==> config.mk <==
export PLATFORM = sky130hd
export DESIGN_NAME = pc_redirect_ctrl
export DESIGN_NICKNAME = d
export VERILOG_FILES = /design/src/rtl/pc_redirect_ctrl.sv
export SDC_FILE = /design/constraint.sdc
export NUM_CORES = 1
export LEC_CHECK = 0
export BUFFER_PORTS_ARGS = -buffer_cell sky130_fd_sc_hd__clkbuf_2
export CAP_MARGIN = 20
export CORE_MARGIN = 2
export CORE_UTILIZATION = 43
export CTS_BUF_LIST = sky130_fd_sc_hd__clkbuf_8 sky130_fd_sc_hd__clkbuf_16
export CTS_CLUSTER_SIZE = 25
export DETAILED_ROUTE_END_ITERATION = 8
export PLACE_DENSITY = 0.87
export SYNTH_ARGS = -nofsm -noshare
export SYNTH_HDL_FRONTEND = slang
export SYNTH_SLANG_ARGS = --single-unit
==> constraint.sdc <==
create_clock -name clk -period 3.6 [get_ports clk]
set_input_delay 0.72 -clock clk [delete_from_list [all_inputs] [get_ports clk]]
set_output_delay 0.72 -clock clk [all_outputs]
set_load 0.01 [all_outputs]
==> src/rtl/pc_redirect_ctrl.sv <==
// Next-PC scheduler: arbitrates trap/branch/jump/sequential sources and replays
// redirects that arrive while a cache stall blocks the PC from moving.
module pc_redirect_ctrl #(
    parameter int XLEN  = 32,
    parameter int CNT_W = 16
) (
    input  logic             clk,
    input  logic             rst,
    input  logic [XLEN-1:0]  pc_in,
    input  logic             jump_valid,
    input  logic [XLEN-1:0]  jump_target,
    input  logic             branch_taken,
    input  logic [XLEN-1:0]  branch_target,
    input  logic             trap_req,
    input  logic [XLEN-1:0]  trap_vector,
    input  logic             load_use_hazard,
    input  logic             icache_stall,
    input  logic             dcache_stall,
    output logic [XLEN-1:0]  new_pc,
    output logic             pc_write,
    output logic             flush,
    output logic             flush_ifid,
    output logic             flush_idex,
    output logic             redirect_pending,
    output logic [CNT_W-1:0] redirect_count
);

    typedef enum logic {RUN, PEND} state_t;

    // Kind encoding doubles as priority: a larger value wins.
    localparam logic [1:0] K_NONE   = 2'd0;
    localparam logic [1:0] K_JUMP   = 2'd1;
    localparam logic [1:0] K_BRANCH = 2'd2;
    localparam logic [1:0] K_TRAP   = 2'd3;

    state_t            state_reg, state_next;
    logic [1:0]        pend_kind_reg, pend_kind_next;
    logic [XLEN-1:0]   pend_target_reg, pend_target_next;
    logic [CNT_W-1:0]  count_reg;

    logic              stall;
    logic [XLEN-1:0]   seq_pc;
    logic [1:0]        live_kind;
    logic [XLEN-1:0]   live_target;
    logic [1:0]        apply_kind;
    logic [XLEN-1:0]   apply_target;

    assign stall  = icache_stall | dcache_stall;
    assign seq_pc = pc_in + XLEN'(4);

    always_comb begin
        live_kind   = K_NONE;
        live_target = seq_pc;
        if (trap_req) begin
            live_kind   = K_TRAP;
            live_target = {trap_vector[XLEN-1:2], 2'b00};
        end else if (branch_taken) begin
            live_kind   = K_BRANCH;
            live_target = {branch_target[XLEN-1:2], 2'b00};
        end else if (jump_valid) begin
            live_kind   = K_JUMP;
            live_target = {jump_target[XLEN-1:2], 2'b00};
        end
    end

    always_comb begin
        state_next       = state_reg;
        pend_kind_next   = pend_kind_reg;
        pend_target_next = pend_target_reg;
        apply_kind       = K_NONE;
        apply_target     = seq_pc;
        case (state_reg)
            RUN: begin
                if (live_kind != K_NONE) begin
                    if (stall) begin
                        state_next       = PEND;
                        pend_kind_next   = live_kind;
                        pend_target_next = live_target;
                    end else begin
                        apply_kind   = live_kind;
                        apply_target = live_target;
                    end
                end
            end
            PEND: begin
                if (stall) begin
                    // Equal priority replaces the entry so the newest target is kept.
                    if (live_kind != K_NONE && live_kind >= pend_kind_reg) begin
                        pend_kind_next   = live_kind;
                        pend_target_next = live_target;
                    end
                end else begin
                    state_next = RUN;
                    if (live_kind > pend_kind_reg) begin
                        apply_kind   = live_kind;
                        apply_target = live_target;
                    end else begin
                        apply_kind   = pend_kind_reg;
                        apply_target = pend_target_reg;
                    end
                end
            end
            default: state_next = RUN;
        endcase
    end

    always_ff @(posedge clk or posedge rst) begin
        if (rst) begin
            state_reg       <= RUN;
            pend_kind_reg   <= K_NONE;
            pend_target_reg <= '0;
            count_reg       <= '0;
        end else begin
            state_reg       <= state_next;
            pend_kind_reg   <= pend_kind_next;
            pend_target_reg <= pend_target_next;
            if (flush && count_reg != {CNT_W{1'b1}})
                count_reg <= count_reg + CNT_W'(1);
        end
    end

    assign flush            = (apply_kind != K_NONE);
    assign new_pc           = flush ? apply_target : seq_pc;
    assign flush_ifid       = flush;
    assign flush_idex       = (apply_kind == K_TRAP) || (apply_kind == K_BRANCH);
    assign pc_write         = ~load_use_hazard;
    assign redirect_pending = (state_reg == PEND);
    assign redirect_count   = count_reg;

endmodule
Yosys cells after proc, flatten, opt, wreduce, memory -nomap -nowiden
Index checks and enable logic that the tools add are counted.
- register bits after elaboration: 51
- input port bits: 136
- output and inout bits: 53
- logic and storage cells: 54
- add/sub/neg operators: 2
- order comparisons: 2
- equality and inequality tests: 7
- muxes and demuxes: 30
- bitwise gates (word level): 3
- reduce and logical (&&, ||, !) cells: 6
- operators by type and width (cell ; count):
    2-to-1 mux 32 bit ; 12
    case mux 32 bit (2 select lines) ; 2
    adder 32 x 3 -> 32 bit (second input constant) ; 1
    2-to-1 mux 2 bit ; 10
    adder 16 x 1 -> 16 bit (second input constant) ; 1
    inequality test 16 bit (second input constant) ; 1
    case mux 2 bit (2 select lines) ; 2
    == test 2 bit (second input constant) ; 2
    inequality test 2 x 1 -> 1 bit (second input constant) ; 2
    inequality test 2 bit (second input constant) ; 2
    AND reduction 4 bit ; 1
    nonzero test 2 bit ; 2
    2-to-1 mux 1 bit ; 3
    greater-or-equal comparator 2 bit ; 1
    greater-than comparator 2 bit ; 1
    logical AND 1 bit ; 2
    inverter 1 bit ; 2
    case mux 1 bit (2 select lines) ; 1
    logical OR 1 bit ; 1
    bitwise OR 1 bit ; 1

Depth between registers and ports, before layout
Gate-level depths: netlist of run 1.
- word-level depth: 9
- gate-level depth with buffers: 14
- mapped depth without buffers: 10

Least setup slack after synthesis of run 1
No wires, ideal clock.
- kind: input to output
- from: in jump_valid
- to: out new_pc[9]
- arrival time: 3.088 ns
- required time: 2.880 ns
- path slack: -0.208 ns
- cell stages on the path: 14
- path buffers: 4
- cell sequence: buf_2 > nor2b_1 > buf_2 > nor2_1 > ha_1 > nand2_1 > o21ai_1 > a211o_1 > and3_1 > buf_2 > inv_1 > buf_2 > nor2_1 > a221o_1
- longest elaborated chain between the ends: 9
- elaborated cells on any way between the ends: 20
- those cells by class: order compare: 1; mux: 17; reduce/logical: 2
- ends and longest elaborated chain (element ; RTL line ; text):
    start: declaration ; 10 ; input logic jump_valid,
    2-to-1 mux 1 bit ; 60 ; end else if (jump_valid) begin
    2-to-1 mux 2 bit ; 57 ; end else if (branch_taken) begin
    2-to-1 mux 2 bit ; 54 ; if (trap_req) begin
    greater-than comparator 2 bit ; 94 ; if (live_kind > pend_kind_reg) begin
    2-to-1 mux 2 bit ; 94 ;
    2-to-1 mux 2 bit ; 86 ; if (stall) begin
    case mux 2 bit (2 select lines) ; 72 ; case (state_reg)
    nonzero test 2 bit ; 122 ; assign flush = (apply_kind != K_NONE);
    2-to-1 mux 32 bit * ; 123 ; assign new_pc = flush ? apply_target : seq_pc;
    end: declaration ; 19 ; output logic [XLEN-1:0] new_pc,
Mark *: on every way between the ends. The rest lies on a longest branch, timed or not.

Final worst setup path of run 1
- from: in branch_taken
- to: out new_pc[9]
- longest elaborated chain between the ends: 8
- elaborated cells on any way between the ends: 18
- those cells by class: order compare: 1; mux: 15; reduce/logical: 2
- ends and longest elaborated chain (element ; RTL line ; text):
    start: declaration ; 12 ; input logic branch_taken,
    2-to-1 mux 2 bit * ; 57 ;
    2-to-1 mux 2 bit * ; 54 ;
    named net live_kind[1] ; 43 ; logic [1:0] live_kind;
    greater-than comparator 2 bit ; 94 ;
    2-to-1 mux 2 bit ; 94 ;
    2-to-1 mux 2 bit ; 86 ;
    case mux 2 bit (2 select lines) ; 72 ;
    nonzero test 2 bit ; 122 ;
    2-to-1 mux 32 bit * ; 123 ;
The timed path passes the listed nets; every way through them passes the cells marked *.

==> run_summary.xml, run 1 <==
<?xml version="1.0" encoding="UTF-8"?>
<metrics>
  <group name="global_route">
    <metric name="grt_pass1_wl" unit="um">23400</metric>
    <metric name="grt_start_max_net_pins" unit="">55</metric>
    <metric name="globalRoute.totalOverflow" unit="">0</metric>
    <metric name="groute.usage.overall" unit="">0.285</metric>
    <metric name="number_of_antenna_violations_at_the_first_check_in_global_routing" unit="">0</metric>
    <metric name="grt_pass1_vias" unit="">4870</metric>
  </group>
  <group name="setup_path">
    <metric name="path_cells" unit="">buf_2 &gt; nor2_2 &gt; inv_2 &gt; ha_4 &gt; nor2b_4 &gt; o21ai_2 &gt; a211o_1 &gt; and3_4 &gt; inv_2 &gt; buf_6 &gt; nor2_1 &gt; a221o_1 &gt; clkbuf_2</metric>
    <metric name="crit_reg_reg_startpoint" unit="">pend_kind_reg[1]</metric>
    <metric name="worst_path_largest_cell_delay" unit="ns">0.31</metric>
    <metric name="crit_slowest_cell" unit="">a211o_1</metric>
    <metric name="worstPathArrival" unit="ns">2.83</metric>
    <metric name="cp-end-kind" unit="">primary output</metric>
    <metric name="timing.critical_path.from_type" unit="">input port</metric>
    <metric name="worstReg2RegEnd" unit="">redirect_count[1]</metric>
    <metric name="cp_max_fo" unit="">6</metric>
    <metric name="crit_path_end" unit="">new_pc[9]</metric>
    <metric name="required" unit="ns">2.88</metric>
    <metric name="setup.worst_path.class" unit="">in -&gt; out</metric>
    <metric name="r2r_setup_slack" unit="ns">1.19</metric>
    <metric name="critPathMostFrequentCell" unit="">inv_2</metric>
    <metric name="r2r_cells" unit="">9</metric>
    <metric name="crit_start" unit="">branch_taken</metric>
  </group>
  <group name="final_layout">
    <metric name="flip_flop_count_of_the_largest_register_all_copies_and_words_added" unit="">32</metric>
    <metric name="layout_commonest_cell" unit="">clkbuf_2</metric>
    <metric name="fin_nets" unit="">857</metric>
    <metric name="area_growth_syn_to_layout" unit="%">35.2</metric>
    <metric name="fin_util" unit="">0.599</metric>
    <metric name="drive_above_1_share" unit="">0.370</metric>
    <metric name="leading_cell_types_in_the_layout_fill_and_taps_excluded" unit="">clkbuf_2, nand2_1, dfrtp_1, o21ai_0, buf_4</metric>
    <metric name="layout.cells.non_filler" unit="">846</metric>
    <metric name="antenna_cells_inserted" unit="">0</metric>
    <metric name="num-fill-cells" unit="">830</metric>
  </group>
  <group name="floorplan">
    <metric name="die_y" unit="um">102</metric>
    <metric name="io_pins" unit="">189</metric>
    <metric name="floorplan.die.width" unit="um">102</metric>
    <metric name="die_area" unit="um2">10400</metric>
    <metric name="rows" unit="">35</metric>
    <metric name="floorplan.core_area" unit="um2">9280</metric>
    <metric name="initial_core_util" unit="">0.443</metric>
  </group>
  <group name="sta">
    <metric name="tightest_slew" unit="ns">0.961</metric>
    <metric name="max_freq" unit="GHz">0.282</metric>
    <metric name="min_period_over_period" unit="">0.987</metric>
    <metric name="finalMaxSlewViolations" unit="">0</metric>
    <metric name="period_minus_slack" unit="ns">3.55</metric>
    <metric name="finalSetupTns" unit="ns">0</metric>
    <metric name="timing.final.setup_violations" unit="">0</metric>
    <metric name="final_count_of_hold_timing_violations" unit="">0</metric>
    <metric name="finalClockSkew" unit="ns">0.00495</metric>
    <metric name="max_slew_margin_vs_limit" unit="">0.359</metric>
  </group>
  <group name="synthesis">
    <metric name="synth-warning-count" unit="">0</metric>
    <metric name="ys_ff_latch" unit="">51</metric>
    <metric name="syn-cell-area" unit="um2">4120</metric>
    <metric name="mappedNetlistNets" unit="">661</metric>
    <metric name="asyncSetResetFlopFracSynth" unit="">1.00</metric>
    <metric name="yosysUniqueCellTypes" unit="">56</metric>
    <metric name="seq_area_frac_synth" unit="">0.310</metric>
    <metric name="synth.avg_cell_area" unit="um2">7.92</metric>
    <metric name="synthesis.instances" unit="">520</metric>
    <metric name="dominantRegCellSynth" unit="">dfrtp_1</metric>
    <metric name="synth_enable_flop_cells" unit="">0</metric>
  </group>
  <group name="routing">
    <metric name="wire_per_inst" unit="um">18.6</metric>
    <metric name="ant_nets" unit="">0</metric>
    <metric name="via_per_inst" unit="">6.14</metric>
    <metric name="route.vias.total" unit="">5195</metric>
    <metric name="drt_pass1_iterations" unit="">5</metric>
    <metric name="drt_wl_total" unit="um">15800</metric>
    <metric name="post-route-drc-count" unit="">0</metric>
    <metric name="detail_route.iter0.violations" unit="">445</metric>
  </group>
  <group name="power_and_ir_drop">
    <metric name="lkg_pwr" unit="nW">2.63</metric>
    <metric name="finalPower" unit="mW">2.52</metric>
    <metric name="power.density_cell_area" unit="nW/um2">453</metric>
    <metric name="ir_worst_vdd" unit="V">0.000269</metric>
  </group>
  <group name="worst_hold_path">
    <metric name="hold_path_class" unit="">in -&gt; async</metric>
  </group>
  <group name="cts">
    <metric name="cts_num_sinks" unit="">51</metric>
    <metric name="tritoncts" unit="">built</metric>
    <metric name="clk-insertion-delay-late" unit="ns">0.32</metric>
    <metric name="htree_levels" unit="">2</metric>
    <metric name="post_cts_buffers" unit="">0</metric>
    <metric name="ctsHoldBuffers" unit="">0</metric>
    <metric name="clk_path_buf_depth" unit="">2</metric>
    <metric name="cts_root_buffer" unit="">clkbuf_8</metric>
    <metric name="tritoncts.num_buffers" unit="">5</metric>
    <metric name="clk_pin_slew_worst_paths" unit="ns">0.11</metric>
  </group>
  <group name="place">
    <metric name="numPlacedInstances" unit="">837</metric>
    <metric name="portBuffers" unit="">182</metric>
    <metric name="dp_hpwl" unit="um">12000</metric>
    <metric name="gp_congestion" unit="">0.979</metric>
  </group>
  <group name="run_status">
    <metric name="status" unit="">finished clean</metric>
  </group>
  <group name="flow_run">
    <metric name="max-cap-violations" unit="">0</metric>
  </group>
</metrics>
[power by group]
| part | internal (mW) | switching, mW |
|---|---|---|
| sequential | 0.763 | 0.139 |
| combinational | 0.530 | 0.721 |
| clock | 0.140 | 0.226 |
[stage by stage]
step                hold slack, ns  area, um2  setup WS, ns
floorplan                    0.446       4130        0.0206
global placement             0.459       5360        -0.115
detailed placement           0.467       5360        -0.148
CTS                          0.492       5470       0.00689
global route                 0.519       5560       -0.0216
finish                       0.489       5560        0.0486
[logic make-up (layout without fill, tap and decap cells)]
group                    after synthesis  after routing  share of synthesized area
buffers and inverters                 52            249                     0.0526
adder cells (fa/ha/maj)                5              5                     0.0152
flip-flops                            51             51                      0.310
AO/OA/AOI/OAI                        170            170                      0.284
XOR/XNOR                              42             42                     0.0894
AND/OR/NAND/NOR                      193            193                      0.230
multiplexers                           7              7                     0.0182
[routing by layer]
layer | GRT usage | vias up | routed length (um)
met1 | 0.380 | 2438 | 6130
met5 | 0 | - | 0
met3 | 0.0335 | 48 | 1670
li1 | - | 2325 | -
met2 | 0.476 | 384 | 7480
met4 | 0.108 | 0 | 490
[worst min-delay path by stage]
stage,depth (start not counted),end,start
final,2,pend_target_reg[21],rst
after global routing,2,pend_target_reg[10],pend_target_reg[10]
after CTS,2,pend_target_reg[7],pend_target_reg[7]
after detailed placement,2,pend_target_reg[7],pend_target_reg[7]
after global placement,2,pend_target_reg[2],pend_target_reg[2]
after floorplan,2,pend_target_reg[2],pend_target_reg[2]
[synthesized netlist by cell type, drive strengths merged, types with 11 or more instances]
library cell	number	share of area
o31ai	11	0.020
nand2	73	0.067
o221ai	15	0.033
nor2	36	0.033
buf	11	0.015
inv	17	0.016
nand4	15	0.026
o21ai	53	0.064
a21oi	20	0.024
nor3	14	0.021
a22oi	13	0.024
dfrtp	51	0.31
and3	13	0.020
clkbuf	23	0.021
xnor2	33	0.070
nand3	21	0.026
[worst max-delay path, delay by kind of cell]
family | cells | cell delay, ns
AOI/OAI and AO/OA | 3 | 0.68
adders and majority gates | 1 | 0.27
buffers and inverters | 5 | 0.61
and+or+nand+nor | 4 | 0.56
[repair_timing]
action	4_1_cts	5_1_grt
setup endpoints to repair	24	25
resized for setup	8	19
cloned	0	1
pin swaps	0	3
[final cells by class]
type / count / area, um2 / area share
Multi-Input combinational cell: 417 / 2740 / 0.493
Sequential cell: 51 / 1280 / 0.229
Timing Repair Buffer: 223 / 1220 / 0.220
Tap cell: 129 / 161 / 0.0290
Clock buffer: 5 / 68.8 / 0.0124
Inverter: 18 / 67.6 / 0.0121
Clock inverter: 3 / 23.8 / 0.00427
Note: power is estimated with default switching activity, not from simulation.
==> inputs of run 2 (changes only) <==
--- a/config.mk
+++ b/config.mk
@@ -8,11 +8,11 @@
 export BUFFER_PORTS_ARGS = -buffer_cell sky130_fd_sc_hd__clkbuf_2
 export CAP_MARGIN = 20
 export CORE_MARGIN = 2
-export CORE_UTILIZATION = 43
+export CORE_UTILIZATION = 52
 export CTS_BUF_LIST = sky130_fd_sc_hd__clkbuf_8 sky130_fd_sc_hd__clkbuf_16
 export CTS_CLUSTER_SIZE = 25
 export DETAILED_ROUTE_END_ITERATION = 8
-export PLACE_DENSITY = 0.87
+export PLACE_DENSITY = 0.95
 export SYNTH_ARGS = -nofsm -noshare
 export SYNTH_HDL_FRONTEND = slang
 export SYNTH_SLANG_ARGS = --single-unit
==> constraint.sdc (replaced) <==
create_clock -name clk -period 4.3 [get_ports clk]
set_input_delay 0.86 -clock clk [delete_from_list [all_inputs] [get_ports clk]]
set_output_delay 0.86 -clock clk [all_outputs]
set_load 0.01 [all_outputs]
==> run_summary.xml, run 2 (synthesis gave the netlist of run 1 again) <==
<?xml version="1.0" encoding="UTF-8"?>
<metrics>
  <group name="setup_path">
    <metric name="crit_reg_reg_startpoint" unit="">pend_kind_reg[1]</metric>
    <metric name="path_cells" unit="">clkbuf_2 &gt; nor2_2 &gt; inv_1 &gt; ha_1 &gt; nor2b_1 &gt; o21ai_1 &gt; buf_4 &gt; a211oi_2 &gt; nor2_1 &gt; buf_4 &gt; nor2_1 &gt; a221o_1 &gt; clkbuf_2</metric>
    <metric name="required" unit="ns">3.44</metric>
    <metric name="worstReg2RegEnd" unit="">redirect_count[7]</metric>
    <metric name="cp_max_fo" unit="">16</metric>
    <metric name="worstPathArrival" unit="ns">3.31</metric>
    <metric name="r2r_cells" unit="">9</metric>
    <metric name="timing.critical_path.from_type" unit="">input port</metric>
    <metric name="crit_slowest_cell" unit="">a221o_1</metric>
    <metric name="cp-end-kind" unit="">primary output</metric>
    <metric name="crit_start" unit="">trap_req</metric>
    <metric name="setup.worst_path.class" unit="">in -&gt; out</metric>
    <metric name="r2r_setup_slack" unit="ns">1.89</metric>
    <metric name="worst_path_largest_cell_delay" unit="ns">0.33</metric>
  </group>
  <group name="cts">
    <metric name="clk_pin_slew_worst_paths" unit="ns">0.11</metric>
    <metric name="cts_num_sinks" unit="">51</metric>
    <metric name="clk-insertion-delay-late" unit="ns">0.32</metric>
    <metric name="htree_levels" unit="">2</metric>
    <metric name="clk_path_buf_depth" unit="">2</metric>
    <metric name="post_cts_buffers" unit="">0</metric>
    <metric name="tritoncts.num_buffers" unit="">5</metric>
    <metric name="cts_resized" unit="">0</metric>
    <metric name="cts_root_buffer" unit="">clkbuf_8</metric>
    <metric name="ctsHoldBuffers" unit="">0</metric>
    <metric name="tritoncts" unit="">built</metric>
  </group>
  <group name="final_layout">
    <metric name="fin_nets" unit="">835</metric>
    <metric name="area_growth_syn_to_layout" unit="%">28.2</metric>
    <metric name="drive_above_1_share" unit="">0.325</metric>
    <metric name="design_area" unit="um2">5280</metric>
    <metric name="layout_commonest_cell" unit="">clkbuf_2</metric>
    <metric name="flip_flop_count_of_the_largest_register_all_copies_and_words_added" unit="">32</metric>
    <metric name="num-fill-cells" unit="">626</metric>
    <metric name="leading_cell_types_in_the_layout_fill_and_taps_excluded" unit="">clkbuf_2, nand2_1, o21ai_0, dfrtp_1, nor2_1</metric>
    <metric name="antenna_cells_inserted" unit="">0</metric>
  </group>
  <group name="routing">
    <metric name="drt_pass1_iterations" unit="">7</metric>
    <metric name="detail_route.iter0.violations" unit="">658</metric>
    <metric name="wire_per_inst" unit="um">19.3</metric>
    <metric name="post-route-drc-count" unit="">0</metric>
    <metric name="via_per_inst" unit="">6.49</metric>
    <metric name="ant_nets" unit="">0</metric>
    <metric name="drt_wl_total" unit="um">15400</metric>
    <metric name="route.vias.total" unit="">5173</metric>
  </group>
  <group name="sta">
    <metric name="finalMaxSlewViolations" unit="">0</metric>
    <metric name="period_minus_slack" unit="ns">4.17</metric>
    <metric name="fin_ws" unit="ns">0.129</metric>
    <metric name="tightest_slew" unit="ns">1.00</metric>
    <metric name="min_period_over_period" unit="">0.970</metric>
    <metric name="unrepaired_setup_endpoints_after_global_routing" unit="">false</metric>
    <metric name="max_freq" unit="GHz">0.240</metric>
    <metric name="timing.final.setup_violations" unit="">0</metric>
    <metric name="hold-worst-slack" unit="ns">0.492</metric>
    <metric name="finalClockSkew" unit="ns">0.00725</metric>
    <metric name="max_slew_margin_vs_limit" unit="">0.332</metric>
    <metric name="finalSetupTns" unit="ns">0</metric>
    <metric name="final_count_of_hold_timing_violations" unit="">0</metric>
  </group>
  <group name="global_route">
    <metric name="grt_start_max_net_pins" unit="">55</metric>
    <metric name="groute.usage.overall" unit="">0.349</metric>
    <metric name="globalRoute.totalOverflow" unit="">0</metric>
    <metric name="grt_pass1_wl" unit="um">23900</metric>
    <metric name="number_of_antenna_violations_at_the_first_check_in_global_routing" unit="">0</metric>
    <metric name="grt_pass1_vias" unit="">4817</metric>
  </group>
  <group name="floorplan">
    <metric name="rows" unit="">32</metric>
    <metric name="initial_core_util" unit="">0.535</metric>
    <metric name="floorplan.die.width" unit="um">93.0</metric>
    <metric name="floorplan.core_area" unit="um2">7690</metric>
    <metric name="die_area" unit="um2">8640</metric>
    <metric name="io_pins" unit="">189</metric>
    <metric name="die_y" unit="um">93.0</metric>
  </group>
  <group name="power_and_ir_drop">
    <metric name="finalPower" unit="mW">2.04</metric>
    <metric name="ir_worst_vdd" unit="V">0.000184</metric>
    <metric name="power.density_cell_area" unit="nW/um2">386</metric>
    <metric name="lkg_pwr" unit="nW">2.51</metric>
  </group>
  <group name="flow_run">
    <metric name="max-cap-violations" unit="">0</metric>
  </group>
  <group name="place">
    <metric name="preCtsSetupSlack" unit="ns">0.123</metric>
    <metric name="portBuffers" unit="">182</metric>
    <metric name="dp_hpwl" unit="um">11600</metric>
    <metric name="placedInstanceArea" unit="um2">5150</metric>
    <metric name="gp_congestion" unit="">0.953</metric>
  </group>
  <group name="worst_hold_path">
    <metric name="worst_hold_startpoint" unit="">pend_target_reg[10]</metric>
    <metric name="hold_path_class" unit="">reg -&gt; reg</metric>
    <metric name="hold_depth" unit="">2</metric>
    <metric name="hold_path_end" unit="">pend_target_reg[10]</metric>
  </group>
  <group name="run_status">
    <metric name="status" unit="">finished clean</metric>
  </group>
</metrics>
==> run 2: stage by stage <==
stage	util	instances
6_report	0.687	797
5_1_grt	0.687	797
4_1_cts	0.682	796
3_5_place_dp	0.670	788
3_3_place_gp	0.670	788
2_1_floorplan	-	520
==> run 2: how the worst max path moves through the flow <==
stage	end	slack (ns)	cells past startpoint
after floorplan	new_pc[9]	0.21	14
after global placement	new_pc[22]	0.22	12
after detailed placement	new_pc[22]	0.12	12
after CTS	new_pc[22]	0.09	12
after global routing	new_pc[23]	0.04	13
final	new_pc[23]	0.13	13
==> run 2: critical path: cells and delay by family <==
family | cells | cell delay (ns)
adders and majority gates | 1 | 0.32
buffers and inverters | 5 | 0.89
and+or+nand+nor | 4 | 0.61
AOI/OAI and AO/OA | 3 | 0.63
==> run 2: cell type report <==
class | count | area, um2 | area share
Multi-Input combinational cell | 417 | 2650 | 0.501
Timing Repair Buffer | 201 | 1070 | 0.202
Tap cell | 102 | 128 | 0.0242
Clock buffer | 5 | 68.8 | 0.0130
Inverter | 18 | 67.6 | 0.0128
Sequential cell | 51 | 1280 | 0.242
Clock inverter | 3 | 26.3 | 0.00498
==> run 2: metal layers <==
metal | global-route usage | up-vias | wire length [um]
met5 | 0 | - | 0
met4 | 0.129 | 0 | 618
met3 | 0.0693 | 62 | 1970
met2 | 0.580 | 430 | 7190
met1 | 0.451 | 2384 | 5640
li1 | - | 2297 | -
==> run 2: power by group <==
| group | total (mW) | internal, mW | switching [mW] | leakage, nW |
|---|---|---|---|---|
| clock | 0.315 | 0.121 | 0.195 | 0.0491 |
| combinational | 0.965 | 0.384 | 0.581 | 1.82 |
| sequential | 0.757 | 0.639 | 0.118 | 0.633 |
==> inputs of run 3 (changes only) <==
--- a/config.mk
+++ b/config.mk
@@ -13,6 +13,7 @@
 export CTS_CLUSTER_SIZE = 25
 export DETAILED_ROUTE_END_ITERATION = 8
 export PLACE_DENSITY = 0.95
+export REMOVE_ABC_BUFFERS = 1
 export SYNTH_ARGS = -nofsm -noshare
 export SYNTH_HDL_FRONTEND = slang
 export SYNTH_SLANG_ARGS = --single-unit
==> run_summary.xml, run 3 (synthesis gave the netlist of run 1 again) <==
<?xml version="1.0" encoding="UTF-8"?>
<metrics>
  <group name="final_layout">
    <metric name="layout_commonest_cell" unit="">clkbuf_2</metric>
    <metric name="fin_nets" unit="">835</metric>
    <metric name="flip_flop_count_of_the_largest_register_all_copies_and_words_added" unit="">32</metric>
    <metric name="leading_cell_types_in_the_layout_fill_and_taps_excluded" unit="">clkbuf_2, nand2_1, o21ai_0, dfrtp_1, nor2_1</metric>
    <metric name="fin_util" unit="">0.686</metric>
    <metric name="area_growth_syn_to_layout" unit="%">28.1</metric>
    <metric name="antenna_cells_inserted" unit="">0</metric>
    <metric name="num-fill-cells" unit="">617</metric>
    <metric name="drive_above_1_share" unit="">0.324</metric>
  </group>
  <group name="power_and_ir_drop">
    <metric name="lkg_pwr" unit="nW">2.49</metric>
    <metric name="ir_worst_vdd" unit="V">0.000200</metric>
    <metric name="power.density_cell_area" unit="nW/um2">384</metric>
  </group>
  <group name="setup_path">
    <metric name="r2r_cells" unit="">5</metric>
    <metric name="crit_slowest_cell" unit="">ha_1</metric>
    <metric name="worst_path_largest_cell_delay" unit="ns">0.32</metric>
    <metric name="path_cells" unit="">clkbuf_2 &gt; nor2b_1 &gt; nor2_1 &gt; ha_1 &gt; nand2_1 &gt; o21ai_1 &gt; a211o_1 &gt; and3_1 &gt; inv_1 &gt; buf_4 &gt; nor2_1 &gt; a221o_1 &gt; clkbuf_2</metric>
    <metric name="cp-end-kind" unit="">primary output</metric>
    <metric name="cp_max_fo" unit="">21</metric>
    <metric name="crit_start" unit="">branch_taken</metric>
    <metric name="r2r_setup_slack" unit="ns">1.86</metric>
    <metric name="timing.critical_path.from_type" unit="">input port</metric>
    <metric name="worstReg2RegEnd" unit="">pend_target_reg[23]</metric>
    <metric name="crit_path_end" unit="">new_pc[23]</metric>
    <metric name="crit_reg_reg_startpoint" unit="">pend_kind_reg[0]</metric>
    <metric name="setup.worst_path.class" unit="">in -&gt; out</metric>
    <metric name="required" unit="ns">3.44</metric>
    <metric name="worstPathArrival" unit="ns">3.32</metric>
  </group>
  <group name="global_route">
    <metric name="globalRoute.totalOverflow" unit="">0</metric>
    <metric name="grt_pass1_wl" unit="um">23000</metric>
    <metric name="grt_start_max_net_pins" unit="">55</metric>
    <metric name="groute.usage.overall" unit="">0.334</metric>
    <metric name="number_of_antenna_violations_at_the_first_check_in_global_routing" unit="">0</metric>
    <metric name="grt_pass1_vias" unit="">4817</metric>
  </group>
  <group name="floorplan">
    <metric name="rows" unit="">32</metric>
    <metric name="die_y" unit="um">93.0</metric>
    <metric name="floorplan.core_area" unit="um2">7690</metric>
    <metric name="floorplan.die.width" unit="um">93.0</metric>
    <metric name="io_pins" unit="">189</metric>
    <metric name="die_area" unit="um2">8640</metric>
    <metric name="initial_core_util" unit="">0.535</metric>
  </group>
  <group name="worst_hold_path">
    <metric name="hold_path_class" unit="">reg -&gt; reg</metric>
  </group>
  <group name="sta">
    <metric name="finalMaxSlewViolations" unit="">0</metric>
    <metric name="final_count_of_hold_timing_violations" unit="">0</metric>
    <metric name="finalClockSkew" unit="ns">0.0127</metric>
    <metric name="min_period_over_period" unit="">0.973</metric>
    <metric name="period_minus_slack" unit="ns">4.18</metric>
    <metric name="finalSetupTns" unit="ns">0</metric>
    <metric name="max_freq" unit="GHz">0.239</metric>
    <metric name="max_slew_margin_vs_limit" unit="">0.355</metric>
    <metric name="tightest_slew" unit="ns">0.967</metric>
    <metric name="timing.final.setup_violations" unit="">0</metric>
    <metric name="unrepaired_setup_endpoints_after_global_routing" unit="">false</metric>
  </group>
  <group name="cts">
    <metric name="htree_levels" unit="">2</metric>
    <metric name="clk-insertion-delay-late" unit="ns">0.32</metric>
    <metric name="ctsHoldBuffers" unit="">0</metric>
    <metric name="tritoncts.num_buffers" unit="">5</metric>
    <metric name="cts_root_buffer" unit="">clkbuf_8</metric>
    <metric name="clk_pin_slew_worst_paths" unit="ns">0.10</metric>
    <metric name="post_cts_buffers" unit="">0</metric>
    <metric name="tritoncts" unit="">built</metric>
    <metric name="clk_path_buf_depth" unit="">2</metric>
    <metric name="cts_num_sinks" unit="">51</metric>
  </group>
  <group name="routing">
    <metric name="route.vias.total" unit="">5132</metric>
    <metric name="drt_wl_total" unit="um">15100</metric>
    <metric name="wire_per_inst" unit="um">18.9</metric>
    <metric name="ant_nets" unit="">0</metric>
    <metric name="detail_route.iter0.violations" unit="">498</metric>
    <metric name="via_per_inst" unit="">6.44</metric>
    <metric name="post-route-drc-count" unit="">0</metric>
    <metric name="drt_pass1_iterations" unit="">7</metric>
  </group>
  <group name="place">
    <metric name="portBuffers" unit="">182</metric>
    <metric name="gp_congestion" unit="">0.939</metric>
    <metric name="dp_hpwl" unit="um">11300</metric>
  </group>
  <group name="run_status">
    <metric name="status" unit="">finished clean</metric>
  </group>
  <group name="flow_run">
    <metric name="max-cap-violations" unit="">0</metric>
  </group>
</metrics>
-- run 3: timing repair --
action | 4_1_cts | 5_1_grt
setup endpoints to repair | 0 | 16
resized for setup | 0 | 2
hold endpoints to repair | 0 | 0
-- run 3: worst max-delay path, delay by kind of cell --
kind | cells | cell delay [ns]
AOI/OAI and AO/OA | 3 | 0.69
adders and majority gates | 1 | 0.32
buffers and inverters | 4 | 0.67
and+or+nand+nor | 5 | 0.77
-- run 3: stage by stage --
stage               setup WS, ns  power, mW  hold WS, ns  std cells  cell area, um2
finish                     0.117       2.02        0.490        797            5280
global route              0.0188       2.13        0.511        797            5280
CTS                       0.0908       1.99        0.492        796            5250
detailed placement         0.132       1.69        0.470        788            5150
global placement           0.237       1.64        0.457        788            5150
floorplan                 -0.579       1.28        0.446        486            3970
-- run 3: worst min-delay path by stage --
stage	from	endpoint	slack, ns	cells after the start
finish	pend_target_reg[15]	pend_target_reg[15]	0.49	2
global route	redirect_count[7]	redirect_count[7]	0.51	1
CTS	pend_target_reg[15]	pend_target_reg[15]	0.49	2
global placement	pend_target_reg[3]	pend_target_reg[3]	0.46	2
floorplan	pend_target_reg[2]	pend_target_reg[2]	0.45	2
detailed placement	pend_target_reg[15]	pend_target_reg[15]	0.47	2
-- run 3: area by class of cell --
type	instances	area (um2)	area share
inverter	18	67.6	0.0128
multi-input combinational	417	2640	0.501
sequential	51	1280	0.242
clock buffer	5	68.8	0.0130
tap	102	128	0.0242
timing repair buffer	201	1070	0.202
clock inverter	3	25.0	0.00474
-- run 3: report_power, final --
part | total [mW] | internal, mW | switching, mW
sequential | 0.757 | 0.639 | 0.118
combinational | 0.961 | 0.383 | 0.578
clock | 0.306 | 0.119 | 0.186
-- run 3: per-layer routing --
metal  vias up  track usage  part of all wire  routed length, um
met4         0        0.165             0.041                626
li1       2290            -                 -                  -
met5         -            0                 0                  0
met2       410        0.558              0.48               7270
met1      2361        0.409              0.36               5440
met3        71       0.0685              0.12               1770
